### src/rtl/ring_johnson_monitor.sv
// Registered checker/decoder for a ring or Johnson shift counter.
// It classifies each sample, tracks single-step advances, flags illegal or skipped states and drives one hex digit.
module ring_johnson_monitor #(
    parameter int N = 5
) (
    input  logic         clk,
    input  logic         reset,
    input  logic         s,
    input  logic [0:N-1] q,
    input  logic         clr,
    output logic [3:0]   idx,
    output logic         valid,
    output logic [7:0]   step_cnt,
    output logic         err_illegal,
    output logic         err_skip,
    output logic [6:0]   hex0
);

    localparam logic [3:0] RING_LAST = 4'(N - 1);
    localparam logic [3:0] JOHN_LAST = 4'(2 * N - 1);

    // One-hot ring state p, bit 0 is the shift-in end.
    function automatic logic [0:N-1] ring_pattern(input int p);
        logic [0:N-1] v;
        for (int j = 0; j < N; j++) begin
            v[j] = (j == p);
        end
        return v;
    endfunction

    // Johnson state i: i ones filling from bit 0, then zeros filling from bit 0.
    function automatic logic [0:N-1] johnson_pattern(input int i);
        logic [0:N-1] v;
        for (int j = 0; j < N; j++) begin
            v[j] = (i <= N) ? (j < i) : (j >= i - N);
        end
        return v;
    endfunction

    function automatic logic [6:0] seg_decode(input logic [3:0] d);
        logic [6:0] seg;
        case (d)
            4'h0: seg = 7'h40;
            4'h1: seg = 7'h79;
            4'h2: seg = 7'h24;
            4'h3: seg = 7'h30;
            4'h4: seg = 7'h19;
            4'h5: seg = 7'h12;
            4'h6: seg = 7'h02;
            4'h7: seg = 7'h78;
            4'h8: seg = 7'h00;
            4'h9: seg = 7'h10;
            4'hA: seg = 7'h08;
            4'hB: seg = 7'h03;
            4'hC: seg = 7'h46;
            4'hD: seg = 7'h21;
            4'hE: seg = 7'h06;
            default: seg = 7'h0E;
        endcase
        return seg;
    endfunction

    logic       cur_legal;
    logic       cur_illegal;
    logic [3:0] cur_idx;

    // NOTE: every signal written in always_comb gets a default first, so no path can infer a latch.
    always_comb begin
        cur_legal = 1'b0;
        cur_idx   = '0;
        if (s) begin
            for (int i = 0; i < 2 * N; i++) begin
                if (q == johnson_pattern(i)) begin
                    cur_legal = 1'b1;
                    cur_idx   = 4'(i);
                end
            end
        end else begin
            for (int p = 0; p < N; p++) begin
                if (q == ring_pattern(p)) begin
                    cur_legal = 1'b1;
                    cur_idx   = 4'(p);
                end
            end
        end
        // All-zero in ring mode is idle: neither legal nor an error.
        cur_illegal = !cur_legal && (s || (q != '0));
    end

    // idx_q/valid_q double as the previous-sample index and legality.
    logic [3:0] idx_q, idx_d;
    logic       valid_q, valid_d;
    logic [7:0] step_cnt_q, step_cnt_d;
    logic       err_illegal_q, err_illegal_d;
    logic       err_skip_q, err_skip_d;
    logic [6:0] hex0_q, hex0_d;
    logic       prev_s_q, prev_s_d;

    logic       step_check;
    logic [3:0] next_idx;

    always_comb begin
        idx_d         = cur_legal ? cur_idx : '0;
        valid_d       = cur_legal;
        prev_s_d      = s;
        hex0_d        = cur_legal ? seg_decode(cur_idx) : 7'h7F;
        step_cnt_d    = step_cnt_q;
        err_illegal_d = err_illegal_q | cur_illegal;
        err_skip_d    = err_skip_q;

        next_idx   = (idx_q == (s ? JOHN_LAST : RING_LAST)) ? 4'd0 : idx_q + 4'd1;
        step_check = cur_legal && valid_q && (prev_s_q == s);

        if (step_check && (cur_idx != idx_q)) begin
            if (cur_idx == next_idx) begin
                step_cnt_d = step_cnt_q + 8'd1;
            end else begin
                err_skip_d = 1'b1;
            end
        end

        if (clr) begin
            step_cnt_d    = '0;
            err_illegal_d = 1'b0;
            err_skip_d    = 1'b0;
        end
    end

    // NOTE: state registers use non-blocking assignments so every flop samples pre-edge values.
    always_ff @(posedge clk or negedge reset) begin
        if (!reset) begin
            idx_q         <= '0;
            valid_q       <= 1'b0;
            step_cnt_q    <= '0;
            err_illegal_q <= 1'b0;
            err_skip_q    <= 1'b0;
            hex0_q        <= 7'h7F;
            prev_s_q      <= 1'b0;
        end else begin
            idx_q         <= idx_d;
            valid_q       <= valid_d;
            step_cnt_q    <= step_cnt_d;
            err_illegal_q <= err_illegal_d;
            err_skip_q    <= err_skip_d;
            hex0_q        <= hex0_d;
            prev_s_q      <= prev_s_d;
        end
    end

    assign idx         = idx_q;
    assign valid       = valid_q;
    assign step_cnt    = step_cnt_q;
    assign err_illegal = err_illegal_q;
    assign err_skip    = err_skip_q;
    assign hex0        = hex0_q;

endmodule

### config.mk
export PLATFORM = sky130hd
export DESIGN_NAME = ring_johnson_monitor
export DESIGN_NICKNAME = d
export VERILOG_FILES = /design/src/rtl/ring_johnson_monitor.sv
export SDC_FILE = /design/constraint.sdc
export NUM_CORES = 1
export LEC_CHECK = 0
export ABC_AREA = 1
export CELL_PAD_IN_SITES_DETAIL_PLACEMENT = 2
export CELL_PAD_IN_SITES_GLOBAL_PLACEMENT = 2
export CORE_MARGIN = 3
export CORE_UTILIZATION = 27
export CTS_CLUSTER_DIAMETER = 200
export CTS_CLUSTER_SIZE = 20
export DETAILED_ROUTE_END_ITERATION = 8
export GPL_ROUTABILITY_DRIVEN = 0
export PLACE_DENSITY_LB_ADDON = 0.3
export SYNTH_ARGS = -nofsm -noshare
export SYNTH_HDL_FRONTEND = slang
export SYNTH_SLANG_ARGS = --single-unit
### constraint.sdc
create_clock -name clk -period 1.8 [get_ports clk]
set_clock_uncertainty 0.2 [all_clocks]
set_input_delay 0.36 -clock clk [delete_from_list [all_inputs] [get_ports clk]]
set_output_delay 0.36 -clock clk [all_outputs]
set_load 0.1 [all_outputs]
==> run_results.csv <==
group,metric,value,unit
status,status,"finished with violations",
status,failed_checks,"setup timing",
critical_path,crit_chain,"buf_2 > nand2_2 > nor2_2 > nand2_1 > nand3_1 > nand2_2 > nand2_4 > inv_2 > nand2_1 > nand2_1 > nand3_4 > nand3_4 > nand3_1 > nand2_1",
job,reported_max_cap_violation_count,0,
finish,diodes,0,
yosys,synth_seq_cells,23,
timing,fin_ws,-0.5115,ns
timing,timing.final.crit_share,128.4,%
timing,timing.slew.headroom,74.59,%
timing,grt_setup_unrepaired,"true",
floorplan,core_footprint,6131,µm²
critical_path,regToRegEndpoint,"step_cnt[2]",
critical_path,worst-r2r-setup-slack,-0.45,ns
floorplan,design.die.area,7545,µm²
timing,maxSlewViolCount,0,
global_routing,grt_util_all_layers,22.08,%
critical_path,critPathTopFamily,"simple AND/OR/NAND/NOR gates",
floorplan,initial_utilization,28.80,%
detailed_routing,via_per_inst,5.343,
critical_path,worst-endpoint-arrival,2.27,ns
critical_path,critical_path.max_fanout,8,
critical_path,maximum_cell_stage_delay_along_the_critical_path,0.19,ns
global_routing,wire_length_of_the_first_global_routing_pass,12580,µm
critical_path,critical_path.reg2reg.startpoint,"idx[0]",
finish,final_area,3486,µm²
floorplan,ios,31,
floorplan,std_cell_rows,28,
finish,fraction_of_layout_cells_with_a_size_suffix_above_1,69.11,%
min_path,hold_path.class,"primary input to asynchronous set/reset pin",
placed_design,port-buffer-count,30,
timing,post-route-min-period,2.311,ns
timing,achievable-frequency,432.6,MHz
clock_network,tritoncts,"done",
clock_network,clock_path_buffers,2,
floorplan,chip_height,86.86,µm
power_and_ir_drop,p_leak,1.573,nW
global_routing,grt_max_degree,24,
clock_network,number_of_buffers_inserted_during_clock_tree_synthesis,3,
finish,layout.nets,345,
critical_path,crit_slowest_cell,"nor2_2",
detailed_routing,detailedRoute.firstIterationViolations,87,
finish,commonest_non_fill_non_tap_cell_in_the_layout,"buf_4",
finish,mostFrequentLayoutCells,"49 x buf_4, 31 x nand2_1, 28 x nand2_2, 26 x buf_12, 18 x nand3_1",
global_routing,grt_pass1_vias,2223,
yosys,ys_types,33,
yosys,synth_warn,0,
detailed_routing,wl,11240,µm
timing,finalSetupViolations,18,
timing,worst_slew_pin_slew,0.3795,ns
critical_path,critPathCaptureType,"flop",
timing,finalHoldViolCount,0,
floorplan,die_width,86.86,µm
detailed_routing,drt.antenna.violating_nets,0,
yosys,synth.cell_area,1765,µm²
power_and_ir_drop,irDropWorstVdd,338.9,µV
placed_design,placed_cell_area,2644,µm²
finish,synthToLayoutAreaGrowth,97.45,%
yosys,yosysSeqAreaShare,33.10,%
critical_path,startpoint,"q[3]",
global_routing,antenna_found_initial,0,
critical_path,worstRegToRegCells,12,
critical_path,crit_type,"primary input to flop",
critical_path,cp.buffers_inverters,2,
clock_network,clock-sinks,23,
power_and_ir_drop,pwr_density_cell,564.7,nW/µm²
clock_network,worst_skew_pair.late_latency,0.29,ns
yosys,postSynthCellCount,229,
critical_path,crit_path_launch_type,"primary input",
critical_path,required,1.76,ns
detailed_routing,drc,0,
yosys,mappedNetlistNets,246,
clock_network,cts.root.buffer_cell,"clkbuf_8",
detailed_routing,vias,2148,
clock_network,clock_tree.htree_level_count,1,
finish,final.fill_count,609,
detailed_routing,detail_route.first_pass.iterations,4,
placed_design,place_hpwl,5028,µm
global_routing,overflow,0,
clock_network,worst_setup_hold_path_clk_slew,0.11,ns
critical_path,cpMostUsedCell,"nand2_1",
clock_network,cts.hold.buffers_added,0,
yosys,synthesis.area_per_instance,7.709,µm²
detailed_routing,routed_wire_length_per_instance,27.97,µm
placed_design,pre_cts_ws,-0.8967,ns
cells in the mapped netlist (all sizes together):
cell    number  area [µm²]
xor2         6       52.55
dfstp        7       183.9
a21oi        7       35.03
a32oi        1       8.760
a31oi        1       6.260
clkbuf       1       3.750
nand4        1       6.260
o21ai        4       20.01
dfrtp       16       400.4
nand3       40       270.3
nor2        26       148.9
buf          1       7.510
xnor2        2       17.52
nor3b        1       7.510
o21bai       1       11.26
ha           8       100.1
o31ai        1       7.510
nand2       76       361.6
clkinv       2       8.750
o211ai       1       7.510
inv         24       90.08
nor3         2       10.01
power breakdown:
part | total [W] | switching [W] | internal [W] | leakage (nW)
combinational | 0.000972 | 0.000613 | 0.000359 | 1.28
clock | 0.000376 | 0.000216 | 0.000160 | 0.0228
sequential | 0.000620 | 0.0000503 | 0.000570 | 0.273
cells by family (layout without fill, tap and decap cells):
logic type	Yosys count	in the layout	share of synthesized area, %
DFF	23	23	33.10
adders and majority gates	8	8	5.670
buffers and inverters	28	126	6.236
and+or+nand+nor	146	146	45.57
xor gates and xnor gates	8	8	3.969
AOI/OAI and AO/OA	16	16	5.457
repair_timing:
| item | 4_1_cts | 5_1_grt |
|---|---|---|
| endpoints found under the setup margin | 19 | 17 |
| gates resized for setup | 91 | 64 |
| endpoints found under the hold margin | 0 | 0 |
| buffers inserted | 13 | 26 |
| pin swaps | 24 | 47 |
through the flow:
stage / cells / power, W / hold WS [ns] / util, % / setup TNS (ns)
5_1_grt: 402 / 0.002020 / 0.2842 / 56.86 / -6.572
3_5_place_dp: 361 / 0.001347 / 0.3632 / 43.12 / -14.62
2_1_floorplan: 229 / 0.001042 / -0.1356 / - / -1.424
3_3_place_gp: 361 / 0.001321 / 0.3447 / 43.12 / -12.54
6_report: 402 / 0.001969 / 0.2578 / 56.86 / -5.585
4_1_cts: 378 / 0.001769 / 0.2545 / 49.53 / -2.666
layer usage:
layer	share of wire, %	GRT usage [%]
met5	0	0
met2	53	41.55
met1	39	25.44
met4	5.0	7.649
met3	3.4	2.554
sequential cells by signal (all words and copies together) (netlist names):
signal and count:
prev_s_q 1, err_skip 1, valid 1, err_illegal 1
idx 4, hex0 7, step_cnt 8
final cells by class:
| class | count | area (µm²) | share of cell area [%] |
|---|---|---|---|
| Clock buffer | 4 | 45.04 | 1.292 |
| Inverter | 26 | 126.4 | 3.625 |
| Multi-Input combinational cell | 178 | 1493 | 42.82 |
| Sequential cell | 23 | 610.6 | 17.52 |
| Tap cell | 75 | 93.84 | 2.692 |
| Timing Repair Buffer | 96 | 1117 | 32.05 |
worst max path at each step:
stage / to / cells after the start / slack (ns)
after floorplan: step_cnt[5] / 14 / -0.17
final: step_cnt[2] / 14 / -0.51
after global placement: hex0[3] / 13 / -0.77
after CTS: step_cnt[0] / 14 / -0.31
after global routing: step_cnt[5] / 15 / -0.57
after detailed placement: step_cnt[4] / 15 / -0.90
Power figures use the tool's default switching activity.
